`config.mk`:
```
export PLATFORM = sky130hd
export DESIGN_NAME = adder_16
export DESIGN_NICKNAME = d
export VERILOG_FILES = /design/src/rtl/adder_16_pkg.sv /design/src/rtl/adder_16_cla_4.sv /design/src/rtl/adder_16.sv
export SDC_FILE = /design/constraint.sdc
export NUM_CORES = 1
export LEC_CHECK = 0
export ABC_AREA = 0
export CAP_MARGIN = 20
export CORE_MARGIN = 4
export CORE_UTILIZATION = 25
export CTS_CLUSTER_DIAMETER = 50
export DETAILED_ROUTE_END_ITERATION = 10
export GPL_ROUTABILITY_DRIVEN = 1
export PLACE_DENSITY_LB_ADDON = 0.2
export SLEW_MARGIN = 20
export SYNTH_ARGS = -nofsm -noshare
export SYNTH_HDL_FRONTEND = slang
export SYNTH_SLANG_ARGS = --single-unit
```
`constraint.sdc`:
```
create_clock -name clk -period 0.8 [get_ports clk]
set_clock_uncertainty 0.1 [all_clocks]
set_input_delay 0.08 -clock clk [delete_from_list [all_inputs] [get_ports clk]]
set_output_delay 0.08 -clock clk [all_outputs]
set_load 0.02 [all_outputs]
```
`src/rtl/adder_16_pkg.sv`:
```
// Shared constants and types for the 16-bit two-level carry-lookahead adder.
package adder_16_pkg;

    localparam int WIDTH_DEF = 16;
    localparam int GROUP_W   = 4;
    localparam int N_GROUPS  = WIDTH_DEF / GROUP_W;

    localparam logic [WIDTH_DEF-1:0] SUM_RST = 16'h0000;

endpackage

```
`src/rtl/adder_16_cla_4.sv`:
```
// 4-bit carry-lookahead slice: sum bits, group generate/propagate and the carry into each bit.
module cla_4
    import adder_16_pkg::*;
(
    input  logic [GROUP_W-1:0] a,
    input  logic [GROUP_W-1:0] b,
    input  logic               ci,
    output logic [GROUP_W-1:0] s,
    output logic               gg,
    output logic               gp,
    output logic [GROUP_W-1:0] c
);

    logic [GROUP_W-1:0] g;
    logic [GROUP_W-1:0] p;

    assign g = a & b;
    assign p = a ^ b;

    // c[i] is the carry into bit i, each fully expanded from ci
    assign c[0] = ci;
    assign c[1] = g[0] | (p[0] & ci);
    assign c[2] = g[1] | (p[1] & g[0]) | (p[1] & p[0] & ci);
    assign c[3] = g[2] | (p[2] & g[1]) | (p[2] & p[1] & g[0]) | (p[2] & p[1] & p[0] & ci);

    assign s  = p ^ c;
    assign gg = g[3] | (p[3] & g[2]) | (p[3] & p[2] & g[1]) | (p[3] & p[2] & p[1] & g[0]);
    assign gp = &p;

endmodule

```
`src/rtl/adder_16.sv`:
```
// 16-bit registered adder built from four cla_4 slices and a group-level lookahead unit.
module adder_16
    import adder_16_pkg::*;
#(
    parameter int WIDTH = WIDTH_DEF
)
(
    output logic [WIDTH-1:0] sum,
    output logic             c_n,
    output logic             c_n_minus_1,
    input  logic [WIDTH-1:0] a,
    input  logic [WIDTH-1:0] b,
    input  logic             cin,
    input  logic             clk,
    input  logic             rst_n
);

    logic [N_GROUPS-1:0] gg;
    logic [N_GROUPS-1:0] gp;
    logic [N_GROUPS-1:0] c_grp;
    logic [GROUP_W-1:0]  c_int [N_GROUPS];

    logic [WIDTH-1:0]    sum_p0;
    logic                c14;
    logic                c15;
    logic                c16;
    logic                c_n_p0;
    logic                c_n_minus_1_p0;

    for (genvar gi = 0; gi < N_GROUPS; gi++) begin : g_slice
        cla_4 u_cla (
            .a  (a[gi*GROUP_W +: GROUP_W]),
            .b  (b[gi*GROUP_W +: GROUP_W]),
            .ci (c_grp[gi]),
            .s  (sum_p0[gi*GROUP_W +: GROUP_W]),
            .gg (gg[gi]),
            .gp (gp[gi]),
            .c  (c_int[gi])
        );
    end

    // Group carries c4, c8, c12 expanded directly from cin so no carry ripples between slices
    assign c_grp[0] = cin;
    assign c_grp[1] = gg[0] | (gp[0] & cin);
    assign c_grp[2] = gg[1] | (gp[1] & gg[0]) | (gp[1] & gp[0] & cin);
    assign c_grp[3] = gg[2] | (gp[2] & gg[1]) | (gp[2] & gp[1] & gg[0])
                    | (gp[2] & gp[1] & gp[0] & cin);

    assign c16 = gg[3] | (gp[3] & c_grp[3]);

    // Carry into bit 15 made explicit so the sign-overflow pair is observable
    assign c14 = c_int[3][2];
    assign c15 = (a[14] & b[14]) | ((a[14] ^ b[14]) & c14);

    assign c_n_p0         = c16;
    assign c_n_minus_1_p0 = c15;

    // p0 -> output register
    always_ff @(posedge clk or negedge rst_n) begin
        if (!rst_n) begin
            sum         <= WIDTH'(SUM_RST);
            c_n         <= 1'b0;
            c_n_minus_1 <= 1'b0;
        end else begin
            sum         <= sum_p0;
            c_n         <= c_n_p0;
            c_n_minus_1 <= c_n_minus_1_p0;
        end
    end

endmodule

```
==> flow_metrics.py, run 1 <==
metrics = {
    "detailed_routing": {
        "drc": 0,
        "postRouteAntennaNets": 0,
        "dr.pass1.iters": 4,
        "via_per_inst": 4.23,
        "wl_per_cell_um": 12.6,
        "drt_iter0_drc": 28,
        "num_vias": 1175,
        "routed_wl_um": 3490,
    },
    "floorplanning": {
        "core_area_um2": 4720,
        "io_pins": 53,
        "core.rowCount": 25,
        "start_util_pct": 25.9,
        "chipWidth_um": 77.9,
        "die_height_um": 77.9,
        "fp.dieArea_um2": 6070,
    },
    "timing": {
        "grt_setup_unrepaired": "true",
        "final.setup.tns_ps": -13450,
        "setup_slack_ps": -880,
        "layout_min_cycle_time_ps": 1680,
        "fmax_ghz": 0.595,
        "relSlewSlack_pct": 78.6,
        "finalMaxSlewViolations": 0,
        "finalSetupViolCount": 35,
        "period_share_pct": 210,
        "hold_viol_final": 0,
        "holdWs_ps": 71.0,
        "worst_pin_slew_ps": 320,
    },
    "pwr": {
        "powerDensity_nw_per_um2": 1500,
        "p_leak_nw": 1.15,
        "peakVddDrop_uv": 588,
    },
    "clock_tree": {
        "cts_tree": "done",
        "clockBufferDepth": 2,
        "numCtsBuffers": 3,
        "cts.clk_slew.worst_paths_ps": 70,
        "ctsRootBufferMaster": "clkbuf_8",
        "htree_levels": 1,
        "cts-hold-fix-buffers": 0,
        "cts_num_sinks": 18,
    },
    "synth": {
        "post_synth.cell_area_avg_um2": 11.0,
        "syn_area_um2": 1220,
        "async_flop_share_pct": 100,
        "synth_ff_type": "dfrtp_1",
        "synth_fp_nets": 167,
        "yosys_warnings": 0,
        "synthTopCellsByArea": "dfrtp_1, ha_1, fa_1",
        "synth_cell_types": 31,
        "synth_area_leader_cell": "dfrtp_1",
        "ys_seq_elements": 18,
        "synth_top_area_share_pct": 36.9,
        "synth_cells": 111,
        "synth_edf_count": 0,
        "yosysSeqAreaShare_pct": 36.9,
    },
    "global_route": {
        "antenna_found_initial": 0,
        "overflow": 0,
        "grt_max_degree": 19,
        "grt_pass1_vias": 1289,
        "grt_usage_pct": 11.9,
        "grt_first_pass_wirelength_um": 5880,
    },
    "cells_and_area": {
        "antenna_cells": 0,
        "nets": 269,
        "fillers": 411,
        "area_growth_pct": 113,
        "ff_latch_area_um2": 450,
        "final_cell_count_no_fill": 278,
        "drive_gt1_share_pct": 70.6,
        "multi_input_area_um2": 1060,
    },
    "status": {
        "status": "finished with violations",
        "violations": "negative setup slack",
    },
    "placed_design": {
        "gp_congestion": 0.743,
        "portBuffers": 52,
        "dp.cells": 259,
        "dp_hpwl_um": 2720,
    },
    "worst_setup_path": {
        "crit_arrival_ps": 1720,
        "cp_max_fo": 2,
        "crit_path_start_kind": "input port",
        "worstSetupPathType": "input port to flip-flop",
        "crit_required_ps": 840,
        "worst_setup_path_end_kind": "flip-flop",
    },
    "job": {
        "max_cap_violations": 0,
    },
    "hold_path": {
        "holdCritPathClass": "input port to async pin",
    },
}
==> cell usage in the layout (no fill, tap or decap), types with 2 or more instances in the layout <==
cell type and count:
nor2_1 5, xnor2_2 2, a21oi_4 3, a21oi_2 3, ha_4 14, clkbuf_8 3
a211oi_2 3, buf_6 42, nor3_1 2, fa_2 5, inv_1 8, xor2_1 5
inv_2 3, dfrtp_1 18, nand2_4 2, dlygate4sd2_1 4, xnor2_1 2, nand2_2 3
nor3_2 2, a31oi_4 3, clkdlybuf4s50_1 5, o21ai_2 4, buf_4 32, a21o_1 2
buf_2 11, nor2_2 3, buf_8 2, ha_1 2
==> power by group <==
group / total [mW] / switching (mW) / internal (mW)
logic: 2.11 / 0.929 / 1.18
clock network: 0.614 / 0.280 / 0.334
registers: 1.17 / 0.0825 / 1.09
total: 3.90 / 1.29 / 2.60
==> per-layer routing <==
| layer | vias up | GRT usage, % | wire length [µm] |
|---|---|---|---|
| li1 | 589 | - | - |
| met1 | 547 | 14.1 | 1360 |
| met2 | 33 | 21.3 | 1890 |
| met3 | 6 | 2.09 | 184 |
| met4 | 0 | 4.72 | 61 |
| met5 | - | 0 | 0 |
==> kinds of logic (layout without fill, tap and decap cells) <==
| group | count (synthesis) | count (layout) | share of synthesized area (%) |
|---|---|---|---|
| adder cells (fa/ha/maj) | 21 | 21 | 24.6 |
| AND/OR/NAND/NOR | 24 | 24 | 9.53 |
| flip-flops | 18 | 18 | 36.9 |
| XOR/XNOR | 9 | 9 | 6.45 |
| AO/OA/AOI/OAI | 26 | 26 | 18.5 |
| buffers and inverters | 13 | 113 | 4.00 |
==> critical path, stage by stage <==
cell and delay, ps:
buf_6 100, ha_4 250, a21oi_4 170, o21ai_2 80
a221oi_4 300, nand2_2 120, buf_6 130, fa_2 320
xor2_1 160
==> cells in the mapped netlist (2+ instances only) <==
cell and n:
a211oi_2 2, a21o_1 2, a21oi_1 4, a21oi_4 2, a31oi_1 3, dfrtp_1 18, fa_1 5, ha_1 16
inv_1 13, nand2_1 6, nor2_1 8, nor3_1 3, o21ai_0 2, o21ai_1 2, o21ai_2 2, xnor2_1 4
xor2_1 5
==> through the flow <==
step | worst slack (ps) | area (µm²) | power [mW] | utilization (%)
floorplan | -1060 | 1380 | 1.97 | -
global route | -972 | 2600 | 4.15 | 55.1
detailed placement | -1630 | 2220 | 2.87 | 46.9
CTS | -927 | 2440 | 3.74 | 51.7
finish | -880 | 2600 | 3.90 | 55.1
global placement | -1590 | 2220 | 2.83 | 46.9
==> sequential cells by signal (all words and copies together) (netlist names) <==
signal       count
c_n              1
sum             16
c_n_minus_1      1
==> cell type report <==
type,instances,area share [%]
clock buffers,3,1.59
inverters,13,2.26
repair buffers,97,34.7
well taps,67,3.22
flip-flops and latches,18,17.3
multi-input cells,80,40.9
==> worst max path at each step <==
stage,startpoint,to,cells past startpoint,slack (ps)
3_3_place_gp,a[7],sum[14]$_DFF_PN0_,9,-1590
3_5_place_dp,a[8],sum[14]$_DFF_PN0_,8,-1630
5_1_grt,b[7],sum[14]$_DFF_PN0_,9,-970
2_1_floorplan,a[7],sum[14]$_DFF_PN0_,8,-1060
6_report,b[5],sum[13]$_DFF_PN0_,9,-880
4_1_cts,b[5],sum[13]$_DFF_PN0_,9,-930
==> repair_timing <==
item	CTS	global route
gates resized for setup	248	40
endpoints found under the setup margin	36	35
setup buffers	8	14
pin swaps	40	28
No activity file was read; power rests on OpenSTA's default activity.
==> run 2: changes to the inputs <==
--- a/config.mk
+++ b/config.mk
@@ -13,7 +13,8 @@
 export DETAILED_ROUTE_END_ITERATION = 10
 export GPL_ROUTABILITY_DRIVEN = 1
 export PLACE_DENSITY_LB_ADDON = 0.2
-export SLEW_MARGIN = 20
+export SKIP_LAST_GASP = 1
+export SLEW_MARGIN = 25
 export SYNTH_ARGS = -nofsm -noshare
 export SYNTH_HDL_FRONTEND = slang
 export SYNTH_SLANG_ARGS = --single-unit
==> run 2 against run 1 <==
The run still ends with negative setup slack left; critical path type unchanged; final area is 0.96% lower; maximum frequency down 0.14%; via count is 0.34% higher; cell count stayed put; combinational power about the same.
==> flow_metrics.py, run 2 (synthesis gave the netlist of run 1 again) <==
metrics = {
    "floorplanning": {
        "core.rowCount": 25,
        "die_height_um": 77.9,
        "chipWidth_um": 77.9,
        "core_area_um2": 4720,
        "fp.dieArea_um2": 6070,
        "start_util_pct": 25.9,
        "io_pins": 53,
    },
    "pwr": {
        "p_leak_nw": 1.15,
        "powerDensity_nw_per_um2": 1500,
        "peakVddDrop_uv": 585,
    },
    "worst_setup_path": {
        "cpPeakStageDelay_ps": 320,
        "cp_num_buf_inv": 2,
        "worst_setup_path_end_kind": "flip-flop",
        "worstSetupPathType": "input port to flip-flop",
        "crit_top_cell": "buf_6",
        "cp_slowest_cell": "fa_2",
        "path_cells": "buf_6, ha_4, a21oi_4, o21ai_2, a221oi_4, nand2_2, buf_6, fa_2, xor2_1",
        "cp_top_family": "adder cells",
        "crit_required_ps": 840,
        "crit_path_start_kind": "input port",
        "cp_max_fo": 2,
        "crit_arrival_ps": 1720,
    },
    "timing": {
        "fmax_ghz": 0.594,
        "period_share_pct": 210,
        "finalSetupViolCount": 34,
        "worst_pin_slew_ps": 320,
        "setup_slack_ps": -883,
        "layout_min_cycle_time_ps": 1680,
        "final.setup.tns_ps": -13480,
        "hold_viol_final": 0,
        "finalMaxSlewViolations": 0,
        "grt_setup_unrepaired": "true",
        "relSlewSlack_pct": 78.6,
    },
    "global_route": {
        "antenna_found_initial": 0,
        "grt_pass1_vias": 1289,
        "grt_usage_pct": 11.9,
        "grt_max_degree": 19,
        "overflow": 0,
        "grt_first_pass_wirelength_um": 5880,
    },
    "clock_tree": {
        "htree_levels": 1,
        "clockBufferDepth": 2,
        "numCtsBuffers": 3,
        "ctsRootBufferMaster": "clkbuf_8",
        "cts_tree": "done",
        "cts.clk_slew.worst_paths_ps": 70,
        "cts-hold-fix-buffers": 0,
        "cts_num_sinks": 18,
    },
    "detailed_routing": {
        "wl_per_cell_um": 12.5,
        "via_per_inst": 4.24,
        "dr.pass1.iters": 4,
        "drc": 0,
        "postRouteAntennaNets": 0,
        "drt_iter0_drc": 29,
        "routed_wl_um": 3490,
        "num_vias": 1179,
    },
    "placed_design": {
        "portBuffers": 52,
        "gp_congestion": 0.743,
        "dp_slack_ps": -1630,
        "dp_hpwl_um": 2720,
    },
    "job": {
        "max_cap_violations": 0,
    },
    "cells_and_area": {
        "area_growth_pct": 111,
        "top_register": "sum",
        "nets": 269,
        "final_core_util_pct": 54.6,
        "drive_gt1_share_pct": 69.7,
        "top_regs": "sum: 16 flops, c_n: 1 flops, c_n_minus_1: 1 flops",
        "layout_commonest_cell": "buf_6",
        "final_cell_mix": "buf_6, buf_4, dfrtp_1",
        "largest_register_ffs": 16,
        "antenna_cells": 0,
    },
    "hold_path": {
        "holdCritPathClass": "input port to async pin",
    },
    "status": {
        "violations": "negative setup slack",
        "status": "finished with violations",
    },
}
-- run 2: how the worst max path moves through the flow --
stage                     startpoint                 to  slack, ps  depth (start not counted)
after floorplan                 a[7]  sum[14]$_DFF_PN0_      -1060                          8
after global placement          a[7]  sum[14]$_DFF_PN0_      -1590                          9
after detailed placement        a[8]  sum[14]$_DFF_PN0_      -1630                          8
after CTS                       b[5]  sum[13]$_DFF_PN0_       -930                          9
after global routing            b[7]  sum[14]$_DFF_PN0_       -970                          9
final                           b[5]  sum[13]$_DFF_PN0_       -880                          9
-- run 2: timing repair --
action,CTS,global route
setup buffers,8,14
resized for setup,247,34
gates cloned,0,0
pin swaps,40,28
endpoints found under the setup margin,36,35
-- run 2: area by class of cell --
cell class / instances / area (µm²)
Clock buffer: 3 / 41.3
Inverter: 13 / 56.3
Tap cell: 67 / 83.8
Timing Repair Buffer: 97 / 881
Multi-Input combinational cell: 80 / 1060
Fill cell: 411 / 2150
Sequential cell: 18 / 450
-- run 2: where the power goes --
part / internal (mW) / total (mW) / switching (mW)
clock: 0.334 / 0.613 / 0.279
sequential: 1.09 / 1.17 / 0.0824
combinational: 1.16 / 2.09 / 0.924
-- run 2: metal layers --
| layer | track usage, % | part of all wire, % | up-vias |
|---|---|---|---|
| met5 | 0 | 0 | - |
| met4 | 4.72 | 1.7 | 0 |
| met3 | 2.09 | 5.3 | 6 |
| met2 | 21.3 | 54 | 33 |
| met1 | 14.1 | 39 | 553 |
| li1 | - | - | 587 |
-- run 2: stage by stage --
stage / area (µm²) / hold WS (ps) / total power [mW] / std cells
2_1_floorplan: 1380 / -316 / 1.97 / 111
3_3_place_gp: 2220 / 338 / 2.83 / 259
3_5_place_dp: 2220 / 332 / 2.87 / 259
4_1_cts: 2440 / 74.6 / 3.73 / 267
5_1_grt: 2580 / 88.3 / 4.13 / 278
6_report: 2580 / 71.1 / 3.87 / 278
==> RTL change (flow settings as in run 2) <==
The output `c_n_minus_1` loses its register stage (`c_n_minus_1` becomes a continuous assignment).
--- a/src/rtl/adder_16.sv
+++ b/src/rtl/adder_16.sv
@@ -61,12 +61,12 @@
             sum         <= WIDTH'(SUM_RST);
             c_n         <= 1'b0;
-            c_n_minus_1 <= 1'b0;
         end else begin
             sum         <= sum_p0;
             c_n         <= c_n_p0;
-            c_n_minus_1 <= c_n_minus_1_p0;
         end
     end
 
+    assign c_n_minus_1 = c_n_minus_1_p0;
+
 endmodule
 
Behaviour: not the same (a bounded check fails within 4 cycles, from zero or initial values and one cycle with rst_n low).
==> RTL change against run 2 <==
- the run still ends with setup timing left
- setup slack lost 0.18 ns
- power shrank 4.8%
- critical endpoint is now c_n_minus_1
- sequential cell count shrank 1
- combinational power shrank 7%
- area after synthesis shrank 2.0%
- design area shrank 6.0%
- largest power group unchanged
- routed wire length shrank 4.0%
- fmax shrank 9.7%
==> RTL change: results (changes against run 2) <==
Synthesis
  – YS warnings: 0 (unchanged)
  – Commonest cells post-synth: 17 x dfrtp_1, 16 x ha_1, 13 x inv_1, 8 x nor2_1, 6 x nand2_1
  – Syn Nets: 166 (-0.60%)
  – Most common cell in the netlist: dfrtp_1
  – Synth unique cells: 31 (unchanged)
  – Syn avg cell area: 10.87 sq um (-1.2%)
  – Register area share after synthesis: 0.3556 (-0.01320)
  – Post-synth ARST share: 1.000 (unchanged)
  – Synth area leaders: dfrtp_1 36%, ha_1 17%, fa_1 8.4%
  – Yosys top cell area share: 0.3556 (-0.01320)

Placed design
  – Number of buffers added on ports: 52 (unchanged)
  – Placer Congestion: 0.8061 (+8.5%)
  – Placed Cells: 247 (-4.6%)
  – Setup WS pre-CTS: -1.934 ns (-0.3037 ns)
  – HPWL after DPL: 2.662 mm (-2.2%)

Critical path
  – Worst Setup SP: a[7]
  – Worst stage delay on the critical path: 0.32 ns (about the same)
  – CP max-delay cell: a221oi_4
  – Crit Path Max Fanout: 4 (+2)
  – WP data arrival: 1.68 ns (-0.04 ns)
  – Delay-heaviest family, CP: compound AO/OA/AOI/OAI gates

Global routing
  – First-pass GRT wire length: 5.789 mm (-1.5%)
  – GRT Total Usage: 0.1201 (+0.0006532)
  – Antenna violations before repair: 0 (unchanged)
  – Largest net degree at the start of global routing: 18 (-1)
  – Vias in the first global route: 1258 (-2.4%)

Final layout
  – Largest registers: sum x16, c_n x1
  – Largest register FFs: 16 (unchanged)
  – Finished Layout Cells: 260 (-6.5%)
  – Layout cells sized above 1: 0.6538 (-0.04284)
  – N_diodes: 0 (unchanged)
  – Final nets: 265 (-1.5%)

Detailed routing
  – Detail-routed net length per standard cell: 12.87 microns (+2.6%)
  – Initial DRC Count: 34 (+17%)
  – Vias per cell: 4.473 (+5.5%)
  – Drt pass-1 iters: 4 (unchanged)

Clock tree
  – CTS clk-pin slew, worst paths: around 0.060 ns
  – Inserted Clock Buffers: 3 (unchanged)
  – Clock root buffer master: clkbuf_8
  – Clk buf depth: 2 (unchanged)

STA
  – Setup_tns: -13.08 ns (+0.3985 ns)
  – Finish-stage setup viols: 33 (-2.9%)
  – Slew headroom: 0.8168 (+0.03104)
  – Setup slack after layout: -1.064 ns (-0.1810 ns)
  – Fin Hold WS: 0.06458 ns (-0.006563 ns)

Power and ir drop
  – LEAKAGE: 0.001094 uW (-4.6%)
  – Sw frac: 0.3313 (-0.0005221)
  – Peak supply drop: 542.9 uV (-7.2%)

Outcome
  – Status: finished with violations
  – Failing checks: setup timing

Worst hold path
  – HP Class: in2async
[RTL change: cell types whose count changed in the layout (fill, tap and decap cells not counted), sizes merged]
cell,delta
buf,-7
clkdlybuf4s15,+4
clkbuf,+1
dfrtp,-1
[RTL change: area by class of cell]
type / instances / area [sq um]
inverters: 13 / 56.30
repair buffers: 94 / 837.1
fillers: 397 / 2082
flip-flops and latches: 17 / 425.4
multi-input cells: 80 / 993.5
clock buffers: 4 / 45.04
well taps: 52 / 65.06
[RTL change: per-layer routing]
layer,part of all wire,vias to the layer above,track usage
met5,0,-,0
met1,0.42,546,0.1420
li1,-,579,-
met3,0.045,4,0.01991
met4,0.020,0,0.06228
met2,0.52,34,0.2073
[RTL change: what timing repair did]
action	in CTS	in global routing
setup endpoints to repair	35	34
cloned	0	0
pin swaps	35	17
resized for setup	241	11
buffers inserted	5	6
[RTL change: cells by family after synthesis]
kind of cell / Yosys count / share of synthesized area
compound gates: 26 / 0.1893
flops: 17 / 0.3557
simple gates: 24 / 0.09729
xor+xnor: 9 / 0.06589
fa+ha+maj: 21 / 0.2510
buf+inv: 13 / 0.04080
[RTL change: power by group through the flow]
stage	Combinational [uW]	Sequential, uW	Clock (uW)
after floorplan	586	1330	0
after global placement	1690	1090	0
after detailed placement	1720	1100	0
after CTS	1880	1120	653
after global routing	2100	1140	700
final	1940	1120	627
[RTL change: stage by stage]
step                cell area, sq um  power (uW)
finish                          2422        3687
global route                    2422        3933
CTS                             2375        3658
detailed placement              2203        2822
global placement                2203        2789
floorplan                       1358        1917
[RTL change: worst max-delay path by stage]
stage | cells after the start | end
4_1_cts | 10 | c_n_minus_1
2_1_floorplan | 8 | sum[14]
3_5_place_dp | 10 | c_n_minus_1
5_1_grt | 10 | c_n_minus_1
3_3_place_gp | 10 | c_n_minus_1
6_report | 10 | c_n_minus_1
